===== src/rtl/ins_fetcher.sv =====
`default_nettype none
// ============================================================================
// Module   : ins_fetcher
// Purpose  : Instruction fetch stage. Holds the program counter, requests
//            instructions from the iCache, statically predicts the next PC
//            (JAL taken, everything else pc+4) and buffers fetched
//            instructions in a circular queue feeding the decoder.
// Ports    : clk, rst (sync, active-high), rdy (global enable),
//            clr / in_clr_pc (flush + redirect),
//            out_to_iCache_valid/addr, in_from_iCache_hit/ins,
//            out_to_decoder_valid/ins/pc/pred_pc, in_from_decoder_ready
// Revision : 1.0 - initial release
// ============================================================================
module ins_fetcher #(
    parameter int          IQ_DEPTH = 16,
    parameter logic [31:0] RESET_PC = 32'h0
) (
    input  logic        clk,
    input  logic        rst,
    input  logic        rdy,
    input  logic        clr,
    input  logic [31:0] in_clr_pc,
    output logic        out_to_iCache_valid,
    output logic [31:0] out_to_iCache_addr,
    input  logic        in_from_iCache_hit,
    input  logic [31:0] in_from_iCache_ins,
    output logic        out_to_decoder_valid,
    output logic [31:0] out_to_decoder_ins,
    output logic [31:0] out_to_decoder_pc,
    output logic [31:0] out_to_decoder_pred_pc,
    input  logic        in_from_decoder_ready
);

    localparam int               c_ptr_w    = $clog2(IQ_DEPTH);
    localparam int               c_cnt_w    = c_ptr_w + 1;
    localparam logic [c_cnt_w-1:0] c_full_cnt = c_cnt_w'(IQ_DEPTH);
    localparam logic [6:0]       c_op_jal   = 7'b1101111;

    logic [31:0]        r_pc;
    logic [c_ptr_w-1:0] r_head;
    logic [c_ptr_w-1:0] r_tail;
    logic [c_cnt_w-1:0] r_count;

    logic [31:0] r_q_ins  [IQ_DEPTH];
    logic [31:0] r_q_pc   [IQ_DEPTH];
    logic [31:0] r_q_pred [IQ_DEPTH];

    logic        w_full;
    logic        w_empty;
    logic        w_push;
    logic        w_pop;
    logic [31:0] w_jal_imm;
    logic [31:0] w_pred;

    assign w_full  = (r_count == c_full_cnt);
    assign w_empty = (r_count == '0);

    // The request drops while a clear is in flight so nothing fetched from
    // the stale path can be enqueued on the redirect edge.
    assign out_to_iCache_valid = !w_full && !clr;
    assign out_to_iCache_addr  = r_pc;

    assign w_push = rdy && out_to_iCache_valid && in_from_iCache_hit;
    assign w_pop  = rdy && !w_empty && in_from_decoder_ready;

    // J-type immediate, sign-extended from bit 31.
    assign w_jal_imm = {{11{in_from_iCache_ins[31]}}, in_from_iCache_ins[31],
                        in_from_iCache_ins[19:12], in_from_iCache_ins[20],
                        in_from_iCache_ins[30:21], 1'b0};

    // Static prediction: only JAL is known-taken at fetch time; branches are
    // predicted not taken and JALR falls through to pc+4.
    assign w_pred = (in_from_iCache_ins[6:0] == c_op_jal) ? (r_pc + w_jal_imm)
                                                         : (r_pc + 32'd4);

    // Head outputs are forced to zero while the queue is empty so stale
    // entries never leak to the decoder.
    assign out_to_decoder_valid   = !w_empty;
    assign out_to_decoder_ins     = w_empty ? 32'h0 : r_q_ins[r_head];
    assign out_to_decoder_pc      = w_empty ? 32'h0 : r_q_pc[r_head];
    assign out_to_decoder_pred_pc = w_empty ? 32'h0 : r_q_pred[r_head];

    // Control state: pc, pointers and occupancy.
    always_ff @(posedge clk) begin
        if (rst) begin
            r_pc    <= RESET_PC;
            r_head  <= '0;
            r_tail  <= '0;
            r_count <= '0;
        end else if (rdy) begin
            if (clr) begin
                r_pc    <= in_clr_pc;
                r_head  <= '0;
                r_tail  <= '0;
                r_count <= '0;
            end else begin
                if (w_push) begin
                    r_pc   <= w_pred;
                    r_tail <= r_tail + c_ptr_w'(1);
                end
                if (w_pop) begin
                    r_head <= r_head + c_ptr_w'(1);
                end
                case ({w_push, w_pop})
                    2'b10:   r_count <= r_count + c_cnt_w'(1);
                    2'b01:   r_count <= r_count - c_cnt_w'(1);
                    default: r_count <= r_count;
                endcase
            end
        end
    end

    // Queue storage needs no reset: entries are only observed when counted.
    always_ff @(posedge clk) begin
        if (w_push && !rst) begin
            r_q_ins[r_tail]  <= in_from_iCache_ins;
            r_q_pc[r_tail]   <= r_pc;
            r_q_pred[r_tail] <= w_pred;
        end
    end

endmodule
`default_nettype wire

===== config.mk =====
export PLATFORM = sky130hd
export DESIGN_NAME = ins_fetcher
export DESIGN_NICKNAME = d
export VERILOG_FILES = /design/src/rtl/ins_fetcher.sv
export SDC_FILE = /design/constraint.sdc
export NUM_CORES = 1
export LEC_CHECK = 0
export CAP_MARGIN = 20
export CORE_ASPECT_RATIO = 0.75
export CORE_MARGIN = 2
export CORE_UTILIZATION = 26
export DETAILED_ROUTE_END_ITERATION = 10
export SLEW_MARGIN = 25
export SYNTH_ARGS = -nofsm -noshare
export SYNTH_HDL_FRONTEND = slang
export SYNTH_SLANG_ARGS = --single-unit

===== constraint.sdc =====
create_clock -name clk -period 13 [get_ports clk]
set_clock_uncertainty 0.15 [all_clocks]
set_input_delay 3.25 -clock clk [delete_from_list [all_inputs] [get_ports clk]]
set_output_delay 3.25 -clock clk [all_outputs]
set_load 0.02 [all_outputs]

[After elaboration in Yosys (flattened, before gate mapping)]
Memory sizes are Yosys's and may differ from the RTL's. A register that Yosys moved wholly into a read port is not among the register bits.
Index checks and enable logic that the tools add are counted.
Operators by class
  reduce and logical (&&, ||, !) cells: 17
  mux-type cells: 20
  equal/unequal tests: 4
  $add $sub $neg: 6
Operators with widths (number)
  $mux 32: 6
  $mux 4: 10
  $add 32x3->32 const B: 1
  $add 32x32->32: 1
  $pmux 5 s2: 1
  $add 4x1->4 const B: 2
  $eq 7x7->1 const B: 1
  $logic_and 1x1->1: 6
  $reduce_and 2->1: 3
  $add 5x1->5 const B: 1
  $eq 5x5->1 const B: 1
  $logic_not 5->1: 1
  $mux 5: 1
  $sub 5x1->5 const B: 1
  $logic_not 1->1: 4
  $reduce_bool 2->1: 2
  $reduce_bool 3->1: 1
  $eq 2x1->1 const B: 1
  $eq 2x2->1 const B: 1
  $mux 1: 2
Word-level totals
  output and inout bits: 130
  memories: 3
  input port bits: 70
  flip-flop bits (word level): 45
  RAM bits: 1536
  logic and storage cells: 54
Memory list
  r_q_ins: depth 16, width 32, rd ports 1, clocked after memory_dff 1, wr ports 1, line 44  | logic [31:0] r_q_ins [IQ_DEPTH];
  r_q_pc: depth 16, width 32, rd ports 1, clocked after memory_dff 1, wr ports 1, line 45  | logic [31:0] r_q_pc [IQ_DEPTH];
  r_q_pred: depth 16, width 32, rd ports 1, clocked after memory_dff 1, wr ports 1, line 46  | logic [31:0] r_q_pred [IQ_DEPTH];

[Depth between registers and ports, before layout]
Gate-level depths: netlist of the first run.
  depth in word-level cells: 8
  mapped depth: 13
  depth with buffers taken out: 12

[Worst setup path after synthesis of the first run]
OpenSTA, ideal clock, no wires.
  path kind: input-to-reg
  start point: input clr
  end point: memory r_q_ins[0][0] (enable)
  buffers on the path: 1
  data required time: 12185 ps
  library setup time: 665 ps
  path slack: 1543 ps
  cell stages on the path: 4
  arrival: 10642 ps
  cells stage by stage: a21oi_1 > nand3_1 > clkbuf_1 > nor3_1
Between the ends
  word-level cells in the longest chain between the ends: 7
Ends and longest elaborated chain
  start, declared: line 21  | input logic clr,
  $logic_not 1->1: line 60  | assign out_to_iCache_valid = !w_full && !clr;
  $logic_and 1x1->1: line 60
  $logic_and 1x1->1 (2 in series): line 63  | assign w_push = rdy && out_to_iCache_valid && in_from_iCache_hit;
  $logic_and 1x1->1: line 115  | if (w_push && !rst) begin
  $mux 1: line 115
  $mux 1 (not written as such): line 116  | r_q_ins[r_tail] <= in_from_iCache_ins;
  end, declared: line 44
No other way between the ends.

==> qor.txt, run 1 <==
status - complete, no violations
total congestion overflow - 0
routability-driven placement congestion ratio - 0.810
switching pwr - 0.00223 W
max-slew violations - 0
Clock transition at path regs - 0.06 ns
Least-Margin Pin Slew - 1.12 ns
dominant cell type by area after synthesis - edfxtp_1
CP Data Arrival Time - 5.14 ns
Hold Fails Final Rpt - 0
nets@finish - 3324
type of origin of the critical path - flop
synthesized flop and latch total - 1569
Most used DFF post-synth - edfxtp_1
# resized after CTS - 0
Final Setup Violations - 0
Post-synth top cells - edfxtp_1 (1520), mux4_2 (475), clkbuf_1 (122), nor2b_1 (99), nand2_1 (79)
Worst Setup End Kind - output pin
CTS tree - yes
std cell rows - 155
Ys Warns - 0
cts hold-fix bufs - 0
Fin Setup TNS - 0 ns
Port Buffer Count - 199
final WL - 170 mm
core area - 239000 um^2
switch share - 0.212
count of different cell masters after synthesis - 75
via count - 31000
vias per inst - 4.73
post-route setup slack - 4.46 ns
Detail Placement HPWL - 96.7 mm
Peak VDD IR - 0.127 mV
GRT Util Overall - 0.136
Seq pwr share - 0.531
dpl ws - 4.67 ns
Area Overhead vs Synth - 18.3%
Max-cap violations - 0
wire per inst - 25.9 um
Die W - 571 um
Pwr per Cell Area - 142 nW/um^2
iteration count of the initial detailed-routing pass - 5
Initial Utilization - 0.262
IO Pins - 200
CP most frequent cell - mux4_2
Antenna Nets Post-Route - 0
initial antenna violation count - 16
first-pass GRT wire length - 240 mm
Power, Total - 0.0105 W
Pint - 0.00831 W
Final min period - 8.54 ns
Mapped Cells - 2912
Crit path required time - 9.60 ns
clock sink total - 1569
Buf/Inv on CP - 3
max incr delay on CP - 0.83 ns
RSZ-0062 raised after global routing - no
DRT iter0 DRCs - 3405
CP Cell Sequence - buf_12 -> buf_4 -> mux4_2 -> mux4_2 -> nor2b_1 -> clkdlybuf4s50_1
postcts setup bufs - 0
most numerous cell in the Yosys netlist - edfxtp_1
Clk pwr share - 0.425
syn_area_per_cell - 21.5 um^2
slowest CP cell - dfxtp_4
H-tree lvl count - 4
Max Clk Rate - 0.117 GHz
Setup Crit Path Kind - reg -> out
Max transition margin - 0.252
Synth area leaders - edfxtp_1 (73%), mux4_2 (17%), dfxtp_1 (1.6%)
Leak - 22.5 nW
clk buf depth - 3
EDFF count, synth - 1520
CP top delay family - buffers and inverters
CTS Buf Count - 162
Logic pwr share - 0.044
sequential area share after synthesis - 0.745
CP Max Fanout - 102
hold crit path type - reg -> reg
clk root buf - clkbuf_16
syn nets - 3023
area of the die - 245000 um^2
number of remaining DRC errors - 0
vias in the first global route - 31300
pin count of the biggest net entering global routing - 145
Die Y - 429 um
synthesized area - 62600 um^2
share of synthesized flip-flops with an asynchronous set or reset - 0
fin crit share - 0.657
worst skew pair latency - 0.79 ns
area fraction of the dominant cell type after synthesis - 0.729
share of cells above drive strength 1 - 0.255
registers in the layout, indices dropped and copies added, names as in the netlist, named ones only:
| register | cells |
|---|---|
| r_count | 5 |
| r_tail | 4 |
| r_q_pred | 496 |
| r_q_pc | 512 |
| r_q_ins | 512 |
| r_head | 4 |
| out_to_iCache_addr | 32 |
worst reg2reg max path: stages (launching register included):
cell     delay (ns)
dfxtp_1        0.40
nor4_1         0.11
a21oi_1        0.35
and3_1         0.68
nand2_1        0.38
nor2_1         0.28
and2_4         0.71
buf_4          0.57
buf_4          0.65
cell families after synthesis:
kind of cell | Yosys count | synth area share
muxes | 490 | 0.173
xor gates and xnor gates | 50 | 0.00700
DFF | 1569 | 0.745
adders and majority gates | 41 | 0.00843
buffers and inverters | 182 | 0.0119
AOI/OAI and AO/OA | 200 | 0.0222
and+or+nand+nor | 380 | 0.0324
final cells by class:
type / count / area [um^2]
antenna: 1 / 2.50
clock inverter: 86 / 694
inverter: 21 / 78.8
multi-input combinational: 1161 / 15400
clock buffer: 206 / 4440
fill: 22800 / 165000
tap: 3218 / 4030
timing repair buffer: 298 / 2830
sequential: 1569 / 46600
layout by cell type (no fill, tap or decap), types with 10 or more instances in the layout:
cell             count
edfxtp_1          1520
mux4_2             475
clkdlybuf4s50_1    197
clkbuf_16          168
nor2b_1             98
buf_4               90
nand2_1             79
nor2_1              61
a21oi_1             51
dfxtp_1             45
ha_1                39
clkinv_1            34
clkinv_2            32
nand3_1             30
clkbuf_1            29
nor3_1              26
xor2_1              25
xnor2_1             24
a21o_1              22
inv_1               21
nand4_1             21
a211oi_1            18
o21ai_0             15
mux2i_1             15
and3_1              12
o21a_1              11
o211ai_1            11
a31oi_1             10
final timing paths:
check                                              from                    endpoint  slack (ns)  depth (start not counted)
worst max-delay path                               flop      out_to_decoder_ins[27]        4.46                          6
worst min-delay path             r_head[1]$_SDFFE_PP0P_                        flop        0.37                          2
worst max register to register  r_count[0]$_SDFFE_PP0P_  r_q_pred[13][25]$_DFFE_PP_        8.29                          8
worst min register to register   r_head[1]$_SDFFE_PP0P_                        flop        0.37                          2
stage by stage:
step	hold slack (ns)	instances	instance area [um^2]	utilization
5_1_grt	0.396	6560	74100	0.310
6_report	0.371	6560	74100	0.310
3_5_place_dp	0.343	6266	68900	0.288
4_1_cts	0.360	6558	74000	0.310
3_3_place_gp	0.329	6265	68800	0.288
2_1_floorplan	0.313	2912	62600	-
power by group through the flow:
stage / clock [W] / sequential (W) / combinational (W)
global route: 0.00477 / 0.00559 / 0.000497
CTS: 0.00457 / 0.00559 / 0.000467
finish: 0.00448 / 0.00559 / 0.000463
global placement: 0 / 0.00570 / 0.000457
detailed placement: 0 / 0.00570 / 0.000466
floorplan: 0 / 0.00572 / 0.000207
routing by layer:
layer	wire length, um	share of wire	up-vias	track usage
met1	71400	0.42	16900	0.182
met4	4050	0.024	14	0.0374
met3	11600	0.069	227	0.0306
met2	82500	0.49	1058	0.223
li1	-	-	12900	-
met5	81	0.00048	-	0
No activity file was read; power rests on OpenSTA's default activity.
==> inputs of run 2 (changes only) <==
clock period = 7.2 ns   (was 13 ns; I/O delays follow)
==> run 2 against run 1 <==
  * Wire length up 0.30%
  * Count of clock-buffer cells in the layout down 18
  * Critical path type unchanged
  * Flip-flop and latch count unchanged
==> qor.txt, run 2 (synthesis gave the netlist of run 1 again) <==
post-layout util - 0.312 (+0.00141)
switch share - 0.213 (+0.000921)
CP Max Fanout - 25 (-75%)
clk root buf - clkbuf_16
hold crit path type - reg -> reg
Max transition margin - 0.270 (+0.0181)
routability-driven placement congestion ratio - 0.836 (+3.1%)
Area Overhead vs Synth - 18.9%
first-pass GRT wire length - 239 mm (-0.65%)
Antenna Nets Post-Route - 0 (unchanged)
CP Data Arrival Time - 4.16 ns (-0.98 ns)
Peak VDD IR - 0.251 mV (+98%)
# resized after CTS - 0 (unchanged)
uppermost layer routed - met5
Leak - 22.6 nW (+0.46%)
Max-cap violations - 0 (unchanged)
Hold Path Origin - r_head[1]$_SDFFE_PP0P_
Hold Path Depth - 2 (unchanged)
via count - 31200 (+0.55%)
pin count of the biggest net entering global routing - 58 (-60%)
max incr delay on CP - 0.71 ns (-0.12 ns)
Hold Fails Final Rpt - 0 (unchanged)
Pwr per Cell Area - 250 nW/um^2 (+76%)
Initial Utilization - 0.262 (unchanged)
RSZ-0062 raised after global routing - no
cell count of the worst reg-to-reg path - 8 (unchanged)
Final Instance Area - 74400 um^2 (+0.46%)
Crit path required time - 5.25 ns (-4.35 ns)
final WL - 170 mm (+0.30%)
Port Buffer Count - 199 (unchanged)
type of origin of the critical path - flop
Logic pwr share - 0.045 (about the same)
Least-Margin Pin Slew - 1.09 ns (-0.0271 ns)
Die Y - 429 um (unchanged)
CTS tree - yes
Clock transition at path regs - 0.06 ns (about the same)
CP Cell Sequence - buf_12 -> buf_12 -> buf_12 -> mux4_2 -> mux4_2 -> nor2b_1 -> clkdlybuf4s50_1
Max Clk Rate - 0.164 GHz
Seq pwr share - 0.542 (+0.011)
share of cells above drive strength 1 - 0.258 (+0.00309)
core area - 239000 um^2 (unchanged)
Detail Placement HPWL - 101 mm (+4.9%)
Die W - 571 um (unchanged)
status - complete, no violations
wire per inst - 25.8 um (about the same)
most common cell after layout, fill and taps aside - edfxtp_1
slowest CP cell - dfxtp_4
postcts setup bufs - 0 (unchanged)
area of the die - 245000 um^2 (unchanged)
max-slew violations - 0 (unchanged)
Final Setup Violations - 0 (unchanged)
iteration count of the initial detailed-routing pass - 7 (+2)
worst skew pair latency - 0.78 ns (about the same)
total congestion overflow - 0 (unchanged)
CTS Buf Count - 148 (-8.6%)
number of remaining DRC errors - 0 (unchanged)
Final min period - 6.11 ns
CP most frequent cell - buf_12
Post-Place Cell Area - 69600 um^2 (+1.1%)
DRT met1 WL - 71.5 mm (+0.15%)
switching pwr - 0.00396 W (+78%)
cts hold-fix bufs - 0 (unchanged)
Inst Count DP - 6316 (+0.80%)
commonest cells after routing, fill and taps aside - edfxtp_1 (1520), mux4_2 (475), clkdlybuf4s50_1 (197), clkbuf_16 (151), buf_4 (110)
Pint - 0.0147 W (+77%)
met2 WL - 83.3 mm (+0.90%)
clock sink total - 1569 (unchanged)
vias per inst - 4.74 (+0.15%)
H-tree lvl count - 4 (unchanged)
vias in the first global route - 31200 (-0.53%)
GRT Util Overall - 0.137 (+0.000559)
DRT iter0 DRCs - 3389 (-0.47%)
nets@finish - 3361 (+1.1%)
fin crit share - 0.849
initial antenna violation count - 20 (+4)
IO Pins - 200 (unchanged)
Clk pwr share - 0.413 (-0.012)
clk buf depth - 3 (unchanged)
Worst Setup End Kind - output pin
non-filler instance count after layout - 6586 (+0.40%)
Largest regs - r_q_ins: 512 flops, r_q_pc: 512 flops, r_q_pred: 496 flops
Setup Crit Path Kind - reg -> out
worst reg2reg startpoint - out_to_iCache_addr[10]$_SDFFE_PP0P_
DR WL met3 - 11.4 mm (-1.9%)
std cell rows - 155 (unchanged)
==> run 2: changes by cell type in the layout (fill, tap and decap cells not counted), sizes merged <==
cell      change
bufinv        +3
inv           +5
clkinvlp      +3
clkinv       -22
clkbuf       -18
buf          +51
diode         +4
==> run 2: cell type report <==
class / count / area (um^2)
fill: 22800 / 164000
sequential: 1569 / 46600
multi-input combinational: 1161 / 15300
tap: 3218 / 4030
clock buffer: 188 / 3970
timing repair buffer: 349 / 3620
clock inverter: 75 / 727
inverter: 21 / 78.8
antenna: 5 / 12.5
==> run 2: worst max-delay path: cells and delay by family (launching register included) <==
family,cells,cell delay (ns)
simple gates,1,0.19
buf+inv,4,1.34
flops,1,0.71
mux,2,1.08
==> run 2: stage by stage <==
stage / setup slack (ns) / power [W] / TNS, ns / hold slack [ns]
floorplan: -2.81 / 0.0107 / -533.38 / 0.313
global placement: 1.27 / 0.0111 / 0 / 0.332
detailed placement: 1.25 / 0.0111 / 0 / 0.331
CTS: 0.839 / 0.0188 / 0 / 0.344
global route: 0.896 / 0.0192 / 0 / 0.374
finish: 1.09 / 0.0186 / 0 / 0.349
==> run 2: power groups by stage <==
stage,Combinational (W),Clock (W),Sequential (W)
6_report,0.000838,0.00770,0.0101
5_1_grt,0.000903,0.00822,0.0101
4_1_cts,0.000850,0.00788,0.0101
3_5_place_dp,0.000847,0,0.0103
3_3_place_gp,0.000834,0,0.0103
2_1_floorplan,0.000373,0,0.0103
==> run 2: per-layer routing <==
| metal | track usage | vias to the layer above |
|---|---|---|
| met5 | 0 | - |
| li1 | - | 12900 |
| met4 | 0.0378 | 6 |
| met2 | 0.224 | 1143 |
| met1 | 0.186 | 16900 |
| met3 | 0.0243 | 194 |
==> run 2: worst paths after layout <==
check	endpoint	slack (ns)
max	out_to_decoder_pred_pc[18]	1.09
min	flop	0.35
max reg2reg	r_q_pred[15][25]$_DFFE_PP_	2.85
min reg2reg	flop	0.35
